## src/rtl/btle_rx_pdu_reader.sv

```systemverilog
// btle_rx_pdu_reader
// Reads a CRC-good PDU (2 header octets plus payload) out of the multi-phase
// receiver's octet memory and streams it on a valid/ready byte interface.
// A 2-entry prefetch buffer hides the 1-cycle memory read latency. When the
// receiver signals that its memory is about to be rewritten, the frame is
// aborted.
module btle_rx_pdu_reader #(
  parameter int MEM_ADDR_WIDTH = 6,
  parameter int HEADER_OCTETS  = 2,
  parameter int COUNT_WIDTH    = 16
) (
  input  logic                      clk,
  input  logic                      rst,
  input  logic                      hit_flag,
  input  logic                      decode_end,
  input  logic                      crc_ok,
  input  logic [2:0]                best_phase,
  input  logic [6:0]                payload_length,
  output logic [MEM_ADDR_WIDTH-1:0] pdu_octet_mem_addr,
  input  logic [7:0]                pdu_octet_mem_data,
  output logic [7:0]                m_octet,
  output logic                      m_valid,
  input  logic                      m_ready,
  output logic                      m_first,
  output logic                      m_last,
  output logic [2:0]                m_phase,
  output logic                      m_truncated,
  output logic                      frame_abort,
  output logic                      busy,
  output logic [COUNT_WIDTH-1:0]    pkt_count,
  output logic [COUNT_WIDTH-1:0]    drop_count
);

  // The index must be able to hold DEPTH itself, one past the last address.
  localparam int IDX_W = MEM_ADDR_WIDTH + 1;
  localparam int DEPTH = 1 << MEM_ADDR_WIDTH;

  typedef enum logic [1:0] {
    S_IDLE  = 2'd0,
    S_FETCH = 2'd1,
    S_DRAIN = 2'd2
  } state_t;

  // Counter increment that sticks at all-ones instead of wrapping.
  function automatic logic [COUNT_WIDTH-1:0] sat_add(
    input logic [COUNT_WIDTH-1:0] value,
    input logic [1:0]             inc
  );
    logic [COUNT_WIDTH:0] sum;
    sum = {1'b0, value} + {{(COUNT_WIDTH-1){1'b0}}, inc};
    if (sum[COUNT_WIDTH]) begin
      return {COUNT_WIDTH{1'b1}};
    end else begin
      return sum[COUNT_WIDTH-1:0];
    end
  endfunction

  state_t                    state_q, state_d;
  logic [IDX_W-1:0]          fetch_idx_q, fetch_idx_d;
  logic [IDX_W-1:0]          total_q, total_d;
  logic [MEM_ADDR_WIDTH-1:0] addr_q, addr_d;
  logic                      inflight_q, inflight_d;
  logic                      infl_first_q, infl_first_d;
  logic                      infl_last_q, infl_last_d;
  logic [1:0]                cnt_q, cnt_d;
  logic [7:0]                slot0_data_q, slot0_data_d;
  logic [7:0]                slot1_data_q, slot1_data_d;
  logic                      slot0_first_q, slot0_first_d;
  logic                      slot0_last_q, slot0_last_d;
  logic                      slot1_first_q, slot1_first_d;
  logic                      slot1_last_q, slot1_last_d;
  logic                      valid_q, valid_d;
  logic [2:0]                phase_q, phase_d;
  logic                      trunc_q, trunc_d;
  logic                      abort_q, abort_d;
  logic                      busy_q, busy_d;
  logic [COUNT_WIDTH-1:0]    pkt_q, pkt_d;
  logic [COUNT_WIDTH-1:0]    drop_q, drop_d;

  logic                      pop_s;
  logic [1:0]                level_s;
  logic [8:0]                total_sum_s;
  logic [IDX_W-1:0]          next_idx_s;
  logic                      pkt_inc_s;
  logic [1:0]                drop_inc_s;

  // Next-state logic: prefetch buffer, read issue, frame control and counters.
  always_comb begin
    state_d       = state_q;
    fetch_idx_d   = fetch_idx_q;
    total_d       = total_q;
    addr_d        = addr_q;
    infl_first_d  = infl_first_q;
    infl_last_d   = infl_last_q;
    slot0_data_d  = slot0_data_q;
    slot1_data_d  = slot1_data_q;
    slot0_first_d = slot0_first_q;
    slot0_last_d  = slot0_last_q;
    slot1_first_d = slot1_first_q;
    slot1_last_d  = slot1_last_q;
    phase_d       = phase_q;
    trunc_d       = trunc_q;
    abort_d       = 1'b0;
    pkt_inc_s     = 1'b0;
    drop_inc_s    = 2'd0;

    pop_s       = valid_q && m_ready;
    // Occupancy once this cycle's pop and the landing read are both applied;
    // issuing against this value keeps one octet per clock under full ready.
    level_s     = cnt_q - {1'b0, pop_s} + {1'b0, inflight_q};
    total_sum_s = {2'b00, payload_length} + 9'(HEADER_OCTETS);
    next_idx_s  = fetch_idx_q + IDX_W'(1);

    // Slot 0 is always the head; a landing read fills the first free slot.
    case ({pop_s, inflight_q})
      2'b01: begin
        if (cnt_q == 2'd0) begin
          slot0_data_d  = pdu_octet_mem_data;
          slot0_first_d = infl_first_q;
          slot0_last_d  = infl_last_q;
        end else begin
          slot1_data_d  = pdu_octet_mem_data;
          slot1_first_d = infl_first_q;
          slot1_last_d  = infl_last_q;
        end
      end
      2'b10: begin
        slot0_data_d  = slot1_data_q;
        slot0_first_d = slot1_first_q;
        slot0_last_d  = slot1_last_q;
      end
      2'b11: begin
        if (cnt_q == 2'd1) begin
          slot0_data_d  = pdu_octet_mem_data;
          slot0_first_d = infl_first_q;
          slot0_last_d  = infl_last_q;
        end else begin
          slot0_data_d  = slot1_data_q;
          slot0_first_d = slot1_first_q;
          slot0_last_d  = slot1_last_q;
          slot1_data_d  = pdu_octet_mem_data;
          slot1_first_d = infl_first_q;
          slot1_last_d  = infl_last_q;
        end
      end
      default: begin
        slot0_data_d = slot0_data_q;
      end
    endcase
    cnt_d      = level_s;
    inflight_d = 1'b0;

    case (state_q)
      S_IDLE: begin
        if (decode_end && crc_ok) begin
          phase_d = best_phase;
          if (total_sum_s > 9'(DEPTH)) begin
            total_d = IDX_W'(DEPTH);
            trunc_d = 1'b1;
          end else begin
            total_d = total_sum_s[IDX_W-1:0];
            trunc_d = 1'b0;
          end
          fetch_idx_d = {IDX_W{1'b0}};
          addr_d      = {MEM_ADDR_WIDTH{1'b0}};
          state_d     = S_FETCH;
        end else if (decode_end) begin
          drop_inc_s = 2'd1;
        end else begin
          drop_inc_s = 2'd0;
        end
      end
      S_FETCH, S_DRAIN: begin
        if (hit_flag) begin
          // Memory is about to be overwritten: anything buffered or in flight is stale.
          cnt_d      = 2'd0;
          inflight_d = 1'b0;
          state_d    = S_IDLE;
          abort_d    = 1'b1;
          drop_inc_s = decode_end ? 2'd2 : 2'd1;
        end else begin
          drop_inc_s = decode_end ? 2'd1 : 2'd0;
          if (state_q == S_FETCH) begin
            if ((fetch_idx_q < total_q) && (level_s < 2'd2)) begin
              inflight_d   = 1'b1;
              infl_first_d = (fetch_idx_q == {IDX_W{1'b0}});
              infl_last_d  = (next_idx_s == total_q);
              fetch_idx_d  = next_idx_s;
              if (next_idx_s < total_q) begin
                addr_d  = next_idx_s[MEM_ADDR_WIDTH-1:0];
                state_d = S_FETCH;
              end else begin
                // Address parks on the final octet rather than running past it.
                addr_d  = addr_q;
                state_d = S_DRAIN;
              end
            end else begin
              fetch_idx_d = fetch_idx_q;
            end
          end else if (!valid_q && !inflight_q) begin
            state_d   = S_IDLE;
            pkt_inc_s = 1'b1;
          end else begin
            state_d = S_DRAIN;
          end
        end
      end
      default: begin
        state_d    = S_IDLE;
        cnt_d      = 2'd0;
        inflight_d = 1'b0;
      end
    endcase

    valid_d = (cnt_d != 2'd0);
    busy_d  = (state_d != S_IDLE);
    pkt_d   = sat_add(pkt_q, {1'b0, pkt_inc_s});
    drop_d  = sat_add(drop_q, drop_inc_s);
  end

  // State and output registers with synchronous reset.
  always_ff @(posedge clk) begin
    if (rst) begin
      state_q       <= S_IDLE;
      fetch_idx_q   <= {IDX_W{1'b0}};
      total_q       <= {IDX_W{1'b0}};
      addr_q        <= {MEM_ADDR_WIDTH{1'b0}};
      inflight_q    <= 1'b0;
      infl_first_q  <= 1'b0;
      infl_last_q   <= 1'b0;
      cnt_q         <= 2'd0;
      slot0_data_q  <= 8'd0;
      slot1_data_q  <= 8'd0;
      slot0_first_q <= 1'b0;
      slot0_last_q  <= 1'b0;
      slot1_first_q <= 1'b0;
      slot1_last_q  <= 1'b0;
      valid_q       <= 1'b0;
      phase_q       <= 3'd0;
      trunc_q       <= 1'b0;
      abort_q       <= 1'b0;
      busy_q        <= 1'b0;
      pkt_q         <= {COUNT_WIDTH{1'b0}};
      drop_q        <= {COUNT_WIDTH{1'b0}};
    end else begin
      state_q       <= state_d;
      fetch_idx_q   <= fetch_idx_d;
      total_q       <= total_d;
      addr_q        <= addr_d;
      inflight_q    <= inflight_d;
      infl_first_q  <= infl_first_d;
      infl_last_q   <= infl_last_d;
      cnt_q         <= cnt_d;
      slot0_data_q  <= slot0_data_d;
      slot1_data_q  <= slot1_data_d;
      slot0_first_q <= slot0_first_d;
      slot0_last_q  <= slot0_last_d;
      slot1_first_q <= slot1_first_d;
      slot1_last_q  <= slot1_last_d;
      valid_q       <= valid_d;
      phase_q       <= phase_d;
      trunc_q       <= trunc_d;
      abort_q       <= abort_d;
      busy_q        <= busy_d;
      pkt_q         <= pkt_d;
      drop_q        <= drop_d;
    end
  end

  assign pdu_octet_mem_addr = addr_q;
  assign m_octet            = slot0_data_q;
  assign m_valid            = valid_q;
  assign m_first            = slot0_first_q;
  assign m_last             = slot0_last_q;
  assign m_phase            = phase_q;
  assign m_truncated        = trunc_q;
  assign frame_abort        = abort_q;
  assign busy               = busy_q;
  assign pkt_count          = pkt_q;
  assign drop_count         = drop_q;

endmodule

```

## config.mk

```make
export PLATFORM = sky130hd
export DESIGN_NAME = btle_rx_pdu_reader
export DESIGN_NICKNAME = d
export VERILOG_FILES = /design/src/rtl/btle_rx_pdu_reader.sv
export SDC_FILE = /design/constraint.sdc
export NUM_CORES = 1
export LEC_CHECK = 0
export ABC_CLOCK_PERIOD_IN_PS = 3050
export BUFFER_PORTS_ARGS = -buffer_cell sky130_fd_sc_hd__buf_2
export CAP_MARGIN = 20
export CORE_ASPECT_RATIO = 0.75
export CORE_UTILIZATION = 34
export DETAILED_ROUTE_END_ITERATION = 12
export SYNTH_ARGS = -nofsm -noshare
export SYNTH_HDL_FRONTEND = slang
export SYNTH_SLANG_ARGS = --single-unit
```

## constraint.sdc

```tcl
create_clock -name clk -period 3.05 [get_ports clk]
set_input_delay 0.305 -clock clk [delete_from_list [all_inputs] [get_ports clk]]
set_output_delay 0.305 -clock clk [all_outputs]
set_load 0.02 [all_outputs]
```

* Yosys cells after proc, flatten, opt, wreduce, memory -nomap -nowiden
Index checks and enable logic that the tools add are counted.
Storage, ports and cells: output and inout port bits 55, flip-flop bits (word level) 86, word-level logic and storage cells 125, bits of input ports 24
Cells by class: multiplexer cells 53, bitwise operators 3, $add $sub $neg 6, $lt $le $gt $ge 4, reduce and logical (&&, ||, !) cells 23, equality and inequality tests 15
Operators by type and width (count):
- $mux 7 | 5
- $mux 16 | 2
- $mux 8 | 4
- $mux 6 | 5
- $pmux 8 s3 | 1
- $mux 2 | 9
- $add 16x1->17 | 1
- $add 16x2->17 | 1
- $mux 1 | 17
- $ne 2x2->1 const B | 8
- $pmux 8 s2 | 1
- $lt 7x7->1 | 2
- $pmux 7 s2 | 1
- $pmux 2 s2 | 3
- $pmux 6 s2 | 1
- $add 7x2->8 const B | 1
- $gt 8x7->1 const B | 1
- $reduce_bool 2->1 | 4
- $add 7x1->7 const B | 1
- $eq 7x7->1 | 1
- $logic_not 7->1 | 1
- $eq 2x1->1 const B | 3
- $eq 2x2->1 const B | 3
- $pmux 1 s3 | 2
- 16 further kinds | 26

* Depth between registers and ports, before layout
depth after elaboration 10, gate-level depth with buffers 14, depth with buffers taken out 14

* Worst setup path after synthesis
OpenSTA, ideal clock, no wires.
path type register to register, start reg state_q[0], end reg drop_q[13], in the netlist drop_count[13], setup time 0.070 ns, path slack -0.179 ns, required time 2.980 ns, stages on the path, launching flop included 15, buffers on the path 3, period minus slack after synthesis 3.229 ns, arrival 3.159 ns, path through dfxtp_1 > inv_1 > ha_1 > clkbuf_1 > clkbuf_1 > a21oi_1 > nor2_1 > ha_1 > inv_1 > fa_1 > nor2_1 > nand4_1 > or3_1 > clkbuf_1 > a21oi_1
Between the ends: cells in the longest elaborated chain, start to end 5, elaborated cells between the ends (all ways) 7, classes of those cells 1 x add/sub; 2 x eq/ne; 2 x mux; 2 x reduce/logical
RTL lines:
- start, declared | line 58 | state_t state_q, state_d;
- start signal, assigned | line 246 | state_q <= state_d;
- $eq 2x1->1 / $eq 2x2->1 (equally long branches) | line 153 | case (state_q)
- $reduce_or 2->1 | line 153
- $pmux 2 s2 * | line 153
- $add 16x2->17 * | line 50 | sum = {1'b0, value} + {{(COUNT_WIDTH-1){1'b0}}, inc};
- $mux 16 * | line 51 | if (sum[COUNT_WIDTH]) begin
- end signal, assigned | line 244 | drop_q <= {COUNT_WIDTH{1'b0}};
- end signal, assigned | line 266 | drop_q <= drop_d;
- end, declared | line 78 | logic [COUNT_WIDTH-1:0] drop_q, drop_d;
Mark *: on every way between the ends. The rest lies on a longest branch, timed or not. A chain may end at the register's enable or synchronous reset.

* Worst setup path after layout
start reg state_q[1], end reg pkt_q[14], in the netlist pkt_count[14]
Between the ends: cells in the longest elaborated chain, start to end 6, elaborated cells between the ends (all ways) 8, classes of those cells 1 x add/sub; 2 x eq/ne; 4 x mux; 1 x reduce/logical
RTL lines:
- $eq 2x1->1 | line 153, 183
- $mux 1 | line 183 | if (state_q == S_FETCH) begin
- $mux 1 | line 174 | if (hit_flag) begin
- $mux 1 * | line 153
- $add 16x1->17 * | line 50
- $mux 16 * | line 51
- end signal, assigned | line 243 | pkt_q <= {COUNT_WIDTH{1'b0}};
- end signal, assigned | line 265 | pkt_q <= pkt_d;
- end, declared | line 77 | logic [COUNT_WIDTH-1:0] pkt_q, pkt_d;
Marked as above.

==> results by group <==
Run status
  – Status: complete, no violations

Clocking
  – CTS clock-pin slew for the worst setup and hold paths: 70 ps
  – CTS tree: done
  – Hold_buf cts: 0
  – Inserted Clock Buffers: 9
  – Root Buffer Master: clkbuf_16
  – Worst-case clock buffer depth: 2
  – Clk_lat worst skew: 340 ps
  – Clk sinks: 86
  – H-tree depth: 3

Routing
  – Routed WL per cell: 13.8 µm
  – Number of remaining DRC errors: 0
  – Total wire length: 10.4 mm
  – DR iter-0 viols: 152
  – DR vias: 3822
  – Via density: 5.06
  – Post-route antenna net violation count: 0
  – DRT Pass-1 Iters: 4

STA
  – Ratio of final minimum period to clock period: 90.7%
  – Final worst slack: 283 ps
  – Fmax: 361 MHz
  – Crit path time final: 2770 ps
  – Slew Limit Fails: 0
  – Final Hold Fails: 0
  – RSZ-0062 raised after global routing: false
  – Hold_ws: 195 ps
  – Finish-stage setup viols: 0
  – Slew headroom: 66.1%
  – Tightest Pin Transition: 503 ps
  – Skew final: 6.75 ps

Final layout
  – Share of layout cells above drive strength 1: 21.7%
  – Reg area: 1720 µm²
  – Final instance area: 5360 µm²
  – Area of the multi-input gates: 2510 µm²
  – Layout area overhead: 23.6%
  – Non-Filler Instances: 755
  – Most common cell after layout, fill and taps aside: dfxtp_1
  – Nets@finish: 638
  – # diodes: 0
  – Core Util, Final: 43.4%
  – Fillcell total: 1264
  – Most frequent cells in the layout: dfxtp_1 (85), buf_2 (78), a21oi_1 (59)

Logic synthesis
  – Mapped Area: 4340 µm²
  – Yosys top cell area share: 39.7%
  – Area leader, netlist: dfxtp_1
  – Post-Synthesis Cells: 501
  – Sequential fraction of the synthesis area: 39.7%
  – Asr flop ratio synth: 0%
  – Distinct cells, synth: 48
  – Post-Syn Nets: 555
  – Top post-synthesis cells by area: dfxtp_1 (40%), ha_1 (8.4%), a21oi_1 (6.9%)
  – Main synth FF type: dfxtp_1
  – FF+latch count, synth: 86
  – Yosys Warn Count: 0
  – Average size of a mapped cell: 8.66 µm²
  – Number of synthesized flops with an enable pin: 0

Pwr
  – Sw Share: 25.2%
  – Switch Pwr: 699 µW
  – Seq pwr share: 42.3%
  – Pwr dens: 517 nW/µm²
  – Internal: 2080 µW
  – VDD IR max: 0.297 mV
  – Leak Pwr: 0.00237 µW
  – Clock network power share: 45.6%
  – Power share of the combinational group: 12.1%

GRT
  – Global route overflow: 0
  – First-pass GRT wire length: 17.6 mm
  – GRT Resource Usage Total: 16.4%
  – Largest net degree at the start of global routing: 44
  – Initial antenna violation count: 0
  – Vias in the first global route: 3646

Critical path
  – Worst Path Arrival: 2980 ps
  – CP endpoint kind: flop
  – Worst r2r path cells: 13
  – WS Path Type: flop to flop
  – Worst setup SP type: flop
  – WP data required: 3260 ps
  – Max FO, Critical Path: 5

Hold path
  – Worst hold path type: primary input to flop
  – Hold path cells: 2

Floorplan
  – Total Die Area: 13200 µm²
  – Die width: 132 µm
  – Ports: 79
  – Num rows: 35
  – Initial Utilization: 35.1%
  – Core area: 12300 µm²
  – Die Y: 99.9 µm

Placement
  – DP Area: 4960 µm²
  – RD Place Congestion: 0.909
  – IO buf count: 78
  – Post-place setup slack: -130 ps
  – DP Wirelength: 7.77 mm
  – Placed cell count: 739

Run
  – Max Cap Violations: 0
## final timing paths
path / from / end / slack [ps]
worst min register to register: total_q[6]$_SDFFE_PP0P_ / total_q[6]$_SDFFE_PP0P_ / 450
worst min-delay path: payload_length[0] / total_q[0]$_SDFFE_PP0P_ / 190
worst max-delay path: state_q[1]$_SDFF_PP0_ / pkt_count[14]$_SDFF_PP0_ / 280
worst max register to register: state_q[1]$_SDFF_PP0_ / pkt_count[14]$_SDFF_PP0_ / 280
## critical path: stages, from the launching register on
cell and delay (ps):
dfxtp_2 350, inv_1 110, ha_4 310, inv_1 70, nor2_1 160, nor4b_4 240, ha_2 230, ha_1 190
and3_1 200, and3_2 240, nor2b_4 180, nand3_1 90, nor3b_1 210, nor3_1 70
## cell families (layout without fill, tap and decap cells)
family | count (synthesis) | after routing | share of synthesized area, %
AOI/OAI and AO/OA | 118 | 118 | 16.3
adders and majority gates | 30 | 30 | 8.82
muxes | 22 | 22 | 5.07
and+or+nand+nor | 169 | 169 | 19.6
buffers and inverters | 44 | 132 | 3.86
DFF | 86 | 86 | 39.7
xor gates and xnor gates | 32 | 32 | 6.63
## metrics by stage
step	total power, µW	setup TNS (ps)
global placement	1520	0
CTS	2800	0
global route	2900	0
finish	2770	0
detailed placement	1520	-1250
floorplan	1410	0
## power by group through the flow
stage	Clock [µW]	Combinational (µW)	Sequential, µW
after floorplan	0	191	1220
after global placement	0	319	1200
after detailed placement	0	325	1200
after CTS	1300	327	1170
after global routing	1350	371	1180
final	1270	335	1170
## flip-flops by register name, summed over array words and instances (netlist names), 2 cells and up
name                cells
slot1_data_q            8
state_q                 2
m_octet                 8
drop_count             16
cnt_q                   2
pkt_count              16
m_phase                 3
total_q                 7
fetch_idx_q             7
pdu_octet_mem_addr      6
## repair_timing
item | 4_1_cts | 5_1_grt
resized for setup | 2 | 10
endpoints found under the setup margin | 14 | 32
setup buffers | 0 | 0
gates cloned | 0 | 0
## Yosys cell counts (all sizes together) (9+ instances only)
master / count
xnor2: 15
nand2: 31
nor3: 11
clkbuf: 11
nand4: 22
mux2i: 22
inv: 26
a21oi: 60
a211oi: 12
xor2: 17
and3: 9
o21ai: 21
ha: 29
nor2: 53
nand3: 15
dfxtp: 86
## final cells by class
| type | count | share of cell area, % |
|---|---|---|
| Multi-Input combinational cell | 371 | 46.8 |
| Sequential cell | 86 | 32.1 |
| Timing Repair Buffer | 90 | 8.96 |
| Clock buffer | 9 | 4.20 |
| Tap cell | 166 | 3.87 |
| Clock inverter | 7 | 2.26 |
| Inverter | 26 | 1.82 |
## per-layer routing
metal  up-vias  GRT usage [%]  wire length, µm  share of wire (%)
met4         0           3.63               36               0.35
met3         4           4.34              671                6.4
met5         -              0                0                  0
met2       102           25.4             4540                 44
met1      1768           22.7             5190                 50
li1       1948              -                -                  -
Note: power is estimated with default switching activity, not from simulation.
